==> src/rtl/dbus_sram_ctrl.sv <==
// dbus_sram_ctrl: bridges a stalling CPU data bus to an asynchronous SRAM.
// Each request runs IDLE -> ACCESS (WAIT_CYCLES cycles) -> DONE. The CPU is
// stalled from the request cycle through the last ACCESS cycle.
module dbus_sram_ctrl #(
    parameter int WAIT_CYCLES = 2
) (
    input  logic        clk,
    input  logic        rst,
    input  logic [31:0] dbus_address,
    input  logic [3:0]  dbus_byteenable,
    input  logic        dbus_read,
    input  logic        dbus_write,
    input  logic [31:0] dbus_wrdata,
    output logic [31:0] dbus_rddata,
    output logic        dbus_stall,
    output logic [19:0] sram_addr,
    output logic [31:0] sram_data_o,
    input  logic [31:0] sram_data_i,
    output logic        sram_data_oe,
    output logic        sram_ce_n,
    output logic        sram_oe_n,
    output logic        sram_we_n,
    output logic [3:0]  sram_be_n
);

    typedef enum logic [1:0] {
        IDLE   = 2'd0,
        ACCESS = 2'd1,
        DONE   = 2'd2
    } state_e;

    localparam logic [3:0] WAIT_LD = 4'(WAIT_CYCLES);

    state_e      state_q, state_d;
    logic [3:0]  cnt_q, cnt_d;
    logic        wr_q, wr_d;
    logic [19:0] addr_q, addr_d;
    logic [3:0]  be_n_q, be_n_d;
    logic [31:0] wdata_q, wdata_d;
    logic [31:0] rddata_q, rddata_d;

    logic req;
    assign req = dbus_read | dbus_write;

    // State and datapath registers; reset clears everything asynchronously.
    always_ff @(posedge clk or posedge rst) begin
        if (rst) begin
            state_q  <= IDLE;
            cnt_q    <= 4'd0;
            wr_q     <= 1'b0;
            addr_q   <= 20'd0;
            be_n_q   <= 4'hF;
            wdata_q  <= 32'd0;
            rddata_q <= 32'd0;
        end else begin
            state_q  <= state_d;
            cnt_q    <= cnt_d;
            wr_q     <= wr_d;
            addr_q   <= addr_d;
            be_n_q   <= be_n_d;
            wdata_q  <= wdata_d;
            rddata_q <= rddata_d;
        end
    end

    // Next state, request latching, access countdown and read capture.
    always_comb begin
        state_d  = state_q;
        cnt_d    = cnt_q;
        wr_d     = wr_q;
        addr_d   = addr_q;
        be_n_d   = be_n_q;
        wdata_d  = wdata_q;
        rddata_d = rddata_q;
        case (state_q)
            IDLE: begin
                if (req) begin
                    state_d = ACCESS;
                    cnt_d   = WAIT_LD;
                    // A simultaneous read+write is treated as a write.
                    wr_d    = dbus_write;
                    addr_d  = dbus_address[21:2];
                    be_n_d  = ~dbus_byteenable;
                    wdata_d = dbus_wrdata;
                end
            end
            ACCESS: begin
                // Counter saturates at zero; it is reloaded on every request.
                if (cnt_q != 4'd0) cnt_d = cnt_q - 4'd1;
                if (cnt_q <= 4'd1) begin
                    state_d = DONE;
                    if (!wr_q) rddata_d = sram_data_i;
                end
            end
            DONE: begin
                // Requests are not sampled here; the CPU is advancing.
                state_d = IDLE;
            end
            default: state_d = IDLE;
        endcase
    end

    // Strobes and stall decoded from the current state and latched op.
    always_comb begin
        dbus_stall   = 1'b0;
        sram_ce_n    = 1'b1;
        sram_oe_n    = 1'b1;
        sram_we_n    = 1'b1;
        sram_data_oe = 1'b0;
        case (state_q)
            IDLE: begin
                dbus_stall = req & ~rst;
            end
            ACCESS: begin
                dbus_stall   = 1'b1;
                sram_ce_n    = 1'b0;
                sram_oe_n    = wr_q;
                sram_we_n    = ~wr_q;
                sram_data_oe = wr_q;
            end
            DONE: begin
                // Keep driving write data one extra cycle for SRAM hold time.
                sram_data_oe = wr_q;
            end
            default: ;
        endcase
    end

    assign sram_addr   = addr_q;
    assign sram_be_n   = be_n_q;
    assign sram_data_o = wdata_q;
    assign dbus_rddata = rddata_q;

endmodule

==> config.mk <==
export PLATFORM = sky130hd
export DESIGN_NAME = dbus_sram_ctrl
export DESIGN_NICKNAME = d
export VERILOG_FILES = /design/src/rtl/dbus_sram_ctrl.sv
export SDC_FILE = /design/constraint.sdc
export NUM_CORES = 1
export LEC_CHECK = 0
export ABC_AREA = 0
export BUFFER_PORTS_ARGS = -buffer_cell sky130_fd_sc_hd__buf_2
export CORE_MARGIN = 2
export CORE_UTILIZATION = 39
export DETAILED_ROUTE_END_ITERATION = 8
export PLACE_DENSITY_LB_ADDON = 0.2
export SYNTH_ARGS = -nofsm -noshare
export SYNTH_HDL_FRONTEND = slang
export SYNTH_SLANG_ARGS = --single-unit
==> constraint.sdc <==
create_clock -name clk -period 2.7 [get_ports clk]
set_input_delay 0 -clock clk [delete_from_list [all_inputs] [get_ports clk]]
set_output_delay 0 -clock clk [all_outputs]
set_load 0.1 [all_outputs]
======== Word-level counts from Yosys, hierarchy flattened ========
Index checks and enable logic that the tools add are counted.
word-level totals
  input port bits ......................... 104
  word-level logic and storage cells ...... 38
  register bits after elaboration ......... 95
cells by class
  order comparisons ....................... 1
  reduce and logical (&&, ||, !) cells .... 8
  mux-type cells .......................... 11
  bitwise logic cells ..................... 5
  eq/ne operators ......................... 5
  add/sub/neg operators ................... 1
operators by type and width
  kind                   count
  $mux W4                2
  $pmux W4 S2            1
  $ne A2 B2 Y1 const B   3
  $reduce_and A3 Y1      2
  $le A4 B1 Y1 const B   1
  $mux W1                4
  $mux W2                2
  $not A4 Y4             1
  $pmux W2 S2            1
  $reduce_and A2 Y1      2
  $reduce_bool A4 Y1     1
  $sub A4 B1 Y4 const B  1
  $eq A2 B1 Y1 const B   1
  $eq A2 B2 Y1 const B   1
  $logic_not A2 Y1       1
  $not A1 Y1             2
  $pmux W1 S2            1
  $reduce_bool A2 Y1     1
  $reduce_or A2 Y1       1
  $and A1 B1 Y1          1
  $or A1 B1 Y1           1

======== Longest topological paths before layout ========
Gate-level depths: netlist of the first run.
  depth in word-level cells ............... 3
  gate-level depth with buffers ........... 6
  mapped depth without buffers ............ 5

======== Worst setup path after synthesis of the first run ========
OpenSTA, ideal clock, no wires.
  path type ............................... reg2out
  start ................................... reg state_q[0]
  end ..................................... out dbus_stall
  setup slack ............................. -0.380 ns
  cell stages (with the launch flop) ...... 6
  data required time ...................... 2.700 ns
  data arrival time ....................... 3.080 ns
  cells stage by stage .................... dfrtp_1 -> inv_1 -> ha_1 -> o21ai_2 -> clkbuf_1 -> o21ai_0
on the way
  word-level cells in the longest chain between the ends .. 2
RTL lines
  what                                                     RTL line  text
  from (decl)                                              34        state_e state_q, state_d;
  from (signal assigned)                                   56        state_q <= state_d;
  $eq A2 B1 Y1 / $logic_not A2 Y1 (equally long branches)  110       case (state_q)
  $pmux W1 S2 *                                            110
  to (decl)                                                15        output logic dbus_stall,
Every way passes the cells marked *; elsewhere a longest branch is shown, timed or not.

======== Worst setup path after layout of the first run ========
Ends and elaborated chain as after synthesis.

==> flow_summary.yaml, run 1 <==
synthesis:
  synth_xor_area_frac: 0
  avgSynthCellArea_sq_um: 15.3
  netlist_area_sq_um: 3770
  synth_warnings: 0
  syn-num-nets: 355
  synth-compound-area-share: 0.0282
  synthDistinctLibCells: 33
  ys_seq_area_frac: 0.631
  synth_top_family_by_area: "multiplexers"
  ys_seq_elements: 95
  synth_cells: 246
  muxShareOfSynthArea: 0.251
  synth_edf_count: 0
  async_reset_ff_frac: 1.00
  ys_dominant_reg_cell: "dfrtp_1"
  yosys.area_share.adder: 0.0166
  synth_simple_gate_area_frac: 0.0468
clock_tree:
  clockBufferDepth: 2
  cts_tree: "yes"
  cts_sinks: 95
  cts.clk_slew.worst_paths_ns: 0.09
  cts.htree.levels: 3
  insertion_delay_ns: 0.34
  cts_setup_buffers: 0
  cts-root-buf: "clkbuf_8"
  numCtsBuffers: 9
placed_design:
  dp_hpwl_mm: 5.84
  port_buffers: 184
  dpl_cell_area_sq_um: 4840
  place_congestion: 0.719
floorplanning:
  ios: 197
  die_w_microns: 102
  initial_core_util: 0.405
  die_area_sq_um: 10500
  die-height_microns: 102
  rows: 35
  coreArea_sq_um: 9330
drt:
  viasPerCell: 4.53
  first_iter_violations: 28
  drc_errors: 0
  totalWireLength_mm: 9.33
  dr_total_vias: 2979
  wire_per_inst_microns: 14.2
  final_antenna_net_count: 0
  firstDrtPassIters: 4
outcome:
  status: "finished, final reports clean"
final_layout:
  nNetsFinal: 633
  n_antenna_cell: 0
  design_area_sq_um: 5990
  final_cell_mix: "buf_2 (184), dfrtp_1 (91), dlygate4sd3_1 (90)"
  final_common_cell: "buf_2"
  drive_above_1_share: 0.554
  nFillCells: 719
  area_growth_syn_to_layout_pct: 58.7
global_routing:
  antenna_found_initial: 0
  grt_start_max_net_pins: 50
  grt_pass1_vias: 3050
  grt_pass1_wl_mm: 14.4
  grt_overflow: 0
  grtUsageTotal: 0.174
timing:
  rsz0062_at_grt: "no"
  period_needed_ns: 2.00
  finalCritPeriodShare: 0.741
  hold-worst-slack_ns: 0.0986
  setup_tns_ns: 0
  tightest_slew_ns: 0.821
  hold_viol: 0
  fmax_ghz: 0.500
  slew_viol_final: 0
  finClkSkew_ns: 0.0165
  slew_headroom: 0.451
  setup_viol: 0
worst_setup_path:
  end_kind: "output port"
  cp-start-kind: "flip-flop"
  worstPathRequired_ns: 2.70
  crit_type: "flip-flop to output port"
  arrival_ns: 2.00
  cp_max_fo: 24
job:
  drv_cap: 0
hold_path:
  hold_path_class: "primary input to flip-flop"
-- cells in the mapped netlist, drive strengths merged, types with 2 or more instances --
cell type	instances	area (sq um)
nor4	2	27.5
dfrtp	91	2280
nor2	3	11.3
mux2	84	946
o211ai	2	15.0
nand2	11	41.3
o21ai	7	38.8
dfstp	4	105
or4	2	15.0
ha	5	62.6
buf	9	70.1
nand3	3	15.0
nor3b	2	20.0
inv	6	22.5
clkbuf	2	7.51
-- metrics by stage --
step	util	instances	setup slack, ns
floorplan	-	246	0.230
global placement	0.519	552	0.784
detailed placement	0.519	552	0.746
CTS	0.642	658	0.648
global route	0.642	658	0.561
finish	0.642	658	0.700
-- path summary, 6_finish.rpt --
check,slack (ns),startpoint,depth (start not counted),to
worst max-delay path,0.70,state_q[0]$_DFFE_PP0P_,5,dbus_stall
worst min-delay path,0.1,dbus_read,4,state_q[0]$_DFFE_PP0P_
worst max register to register,0.74,cnt_q[0]$_DFFE_PP0P_,6,dbus_rddata[10]$_DFFE_PP0P_
worst min register to register,0.49,sram_be_n[0]$_DFFE_PP1P_,2,sram_be_n[0]$_DFFE_PP1P_
max in group asynchronous,1.67,rst,4,sram_be_n[1]$_DFFE_PP1P_
min in group asynchronous,0.31,rst,3,state_q[0]$_DFFE_PP0P_
-- critical path: stages, from the launching register on --
cell,delay (ns)
dfrtp_1,0.42
inv_1,0.07
ha_1,0.27
o21ai_4,0.27
o21ai_1,0.18
buf_2,0.44
-- registers in the layout (all words and copies together), names as in the netlist --
signal,flops
cnt_q,4
dbus_rddata,32
sram_addr,20
sram_be_n,4
sram_data_o,32
state_q,2
wr_q,1
-- area by class of cell --
class	count	area [sq um]	area share
tap	129	161	0.0270
timing repair buffer	278	1880	0.313
clock buffer	10	128	0.0213
sequential	95	2380	0.398
inverter	6	25.0	0.00418
clock inverter	6	116	0.0194
multi-input combinational	134	1300	0.217
-- cell families (layout without fill, tap and decap cells) --
kind of cell,after synthesis,in the layout
flops,95,95
mux,84,84
simple gates,30,30
buf+inv,17,300
compound gates,15,15
fa+ha+maj,5,5
-- repair_timing --
action                    4_1_cts  5_1_grt
resized for setup               0        0
hold buffers                   90        0
hold endpoints to repair      136        0
-- routing by layer --
metal	wire, microns	vias to the layer above	track usage	part of all wire
li1	-	1423	-	-
met3	854	8	0.0595	0.092
met5	0	-	0	0
met2	4570	133	0.295	0.49
met1	3810	1415	0.207	0.41
met4	95	0	0.0585	0.010
Power of run 1 is left out: the tool's default activity adds up to more than one toggle a clock period on the data nets, which glitch-free logic cannot reach.
==> inputs of run 2 (changes only) <==
--- a/config.mk
+++ b/config.mk
@@ -5,7 +5,7 @@
 export SDC_FILE = /design/constraint.sdc
 export NUM_CORES = 1
 export LEC_CHECK = 0
-export ABC_AREA = 0
+export ABC_AREA = 1
 export BUFFER_PORTS_ARGS = -buffer_cell sky130_fd_sc_hd__buf_2
 export CORE_MARGIN = 2
 export CORE_UTILIZATION = 39
==> constraint.sdc (replaced) <==
create_clock -name clk -period 2 [get_ports clk]
set_input_delay 0 -clock clk [delete_from_list [all_inputs] [get_ports clk]]
set_output_delay 0 -clock clk [all_outputs]
set_load 0.1 [all_outputs]
==> flow_summary.yaml, run 2 <==
placed_design:
  dpl_cell_area_sq_um: 5040
  port_buffers: 184
  place_congestion: 0.772
  dp_hpwl_mm: 6.79
global_routing:
  met1_usage: 0.239
  grtUsageMet2: 0.341
  grtUsageTotal: 0.201
  grt_overflow: 0
  grt_pass1_wl_mm: 17.8
  grtUsageMet3: 0.0624
  grt_pass1_vias: 3829
  grt_start_max_net_pins: 65
  grt_busiest_layer: "met2"
  antenna_found_initial: 0
final_layout:
  design_area_sq_um: 6160
  final_common_cell: "nand2_1"
  seq_area_sq_um: 2380
  area_growth_syn_to_layout_pct: 55.5
  multi_input_area_sq_um: 1290
  final_cell_mix: "nand2_1 (217), buf_2 (183), dfrtp_1 (91)"
  n_antenna_cell: 0
  nNetsFinal: 815
  drive_above_1_share: 0.346
  nFillCells: 838
drt:
  first_iter_violations: 217
  firstDrtPassIters: 5
  viasPerCell: 4.43
  totalWireLength_mm: 10.7
  drc_errors: 0
  final_antenna_net_count: 0
  dr_total_vias: 3743
  wire_per_inst_microns: 12.7
timing:
  slew_headroom: 0.596
  finClkSkew_ns: 0.0167
  finalCritPeriodShare: 0.904
  setup_viol: 0
  fmax_ghz: 0.553
  hold_viol: 0
  slew_viol_final: 0
  period_needed_ns: 1.81
  rsz0062_at_grt: "no"
  setup_tns_ns: 0
  tightest_slew_ns: 0.605
synthesis:
  yosysTopAreaCell: "dfrtp_1"
  netlist_area_sq_um: 3960
  synth_warnings: 0
  ys_seq_area_frac: 0.601
  netlist.area_leader.share: 0.574
  ys_dominant_reg_cell: "dfrtp_1"
  syn-num-nets: 542
  async_reset_ff_frac: 1.00
  synthDistinctLibCells: 16
  netlist_top_cells_count: "nand2_1 (217), dfrtp_1 (91), inv_1 (44), o21ai_2 (32), buf_2 (11)"
  synthTopCellsByArea: "dfrtp_1 (57%), nand2_1 (21%), o21ai_2 (7.1%)"
  ys_seq_elements: 95
  synth_edf_count: 0
  synthMostInstantiatedCell: "nand2_1"
  synth_cells: 433
  avgSynthCellArea_sq_um: 9.15
floorplanning:
  die-height_microns: 105
  ios: 197
  die_area_sq_um: 11000
  coreArea_sq_um: 9820
  initial_core_util: 0.404
  die_w_microns: 105
  rows: 36
worst_setup_path:
  crit_type: "flip-flop to output port"
  worstPathCellList: "inv_1, ha_1, inv_1, nor2_4, inv_4, o21ai_2, buf_12"
  cp_slowest_cell: "dfrtp_1"
  cp_max_fo: 17
  max_stage_delay_ns: 0.41
  crit_family: "buffers and inverters"
  cpMostUsedCell: "inv_1"
  cp-start-kind: "flip-flop"
  end_kind: "output port"
  path_buf_inv: 4
  arrival_ns: 1.81
  worstPathRequired_ns: 2.00
job:
  drv_cap: 0
clock_tree:
  cts.clk_slew.worst_paths_ns: 0.09
  cts_setup_buffers: 0
  cts_tree: "yes"
  cts-root-buf: "clkbuf_8"
  cts_sinks: 95
  insertion_delay_ns: 0.36
  cts.htree.levels: 3
  numCtsBuffers: 9
  clockBufferDepth: 2
hold_path:
  hold_path_class: "primary input to flip-flop"
outcome:
  status: "finished, final reports clean"
==> run 2: changes by cell type after synthesis, sizes merged, moves of 3 or more <==
cell	previous run	this run
mux2	84	0
buf	9	17
nor2	3	6
nand2	11	217
inv	6	46
o21ai	7	41
==> run 2: through the flow <==
step / hold slack, ns / setup slack [ns] / instances / util
floorplan: 0.0603 / 0.0989 / 433 / -
global placement: 0.122 / 0.418 / 738 / 0.513
detailed placement: 0.125 / 0.386 / 738 / 0.513
CTS: 0.122 / 0.151 / 844 / 0.628
global route: 0.182 / 0.0401 / 844 / 0.628
finish: 0.135 / 0.191 / 844 / 0.628
==> run 2: metal layers <==
layer	wire (microns)	part of all wire	vias to the layer above
met5	0	0	-
met4	296	0.028	0
li1	-	-	1838
met3	756	0.070	29
met1	4390	0.41	1725
met2	5300	0.49	151
==> run 2: final cells by class <==
cell class,count,area share
Tap cell,133,0.0270
Timing Repair Buffer,279,0.312
Inverter,46,0.0290
Clock buffer,12,0.0235
Multi-Input combinational cell,275,0.209
Sequential cell,95,0.386
Clock inverter,4,0.0126
==> run 2: cells by family (layout without fill, tap and decap cells) <==
logic type / count (synthesis) / count (layout) / share of synthesized area
and+or+nand+nor: 228 / 228 / 0.224
DFF: 95 / 95 / 0.601
buffers and inverters: 63 / 341 / 0.0745
AOI/OAI and AO/OA: 41 / 41 / 0.0821
adders and majority gates: 5 / 5 / 0.0158
xor gates and xnor gates: 1 / 1 / 0.00221
==> run 2: final timing paths <==
| kind | start | slack (ns) | to | depth (start not counted) |
|---|---|---|---|---|
| max | state_q[0]$_DFFE_PP0P_ | 0.19 | dbus_stall | 7 |
| max reg2reg | state_q[1]$_DFFE_PP0P_ | 0.37 | dbus_rddata[29]$_DFFE_PP0P_ | 8 |
| max in group asynchronous | rst | 1.02 | cnt_q[1]$_DFFE_PP0P_ | 4 |
| min in group asynchronous | rst | 0.27 | sram_addr[9]$_DFFE_PP0P_ | 3 |
| min | dbus_read | 0.14 | state_q[1]$_DFFE_PP0P_ | 6 |
| min reg2reg | sram_addr[13]$_DFFE_PP0P_ | 0.47 | sram_addr[13]$_DFFE_PP0P_ | 2 |
==> run 2: timing repair <==
action                                  CTS  global route
resized for setup                         0             2
hold buffers                             90             0
endpoints found under the setup margin    0             1
endpoints found under the hold margin   113             0
==> run 2: worst min-delay path: stages <==
cell and delay, ns:
buf_2 0.07, nor2_1 0.06, nand2_1 0.10, nand2_1 0.10
nand2_1 0.06, o21ai_0 0.06
Power of run 2 is left out for the same reason.
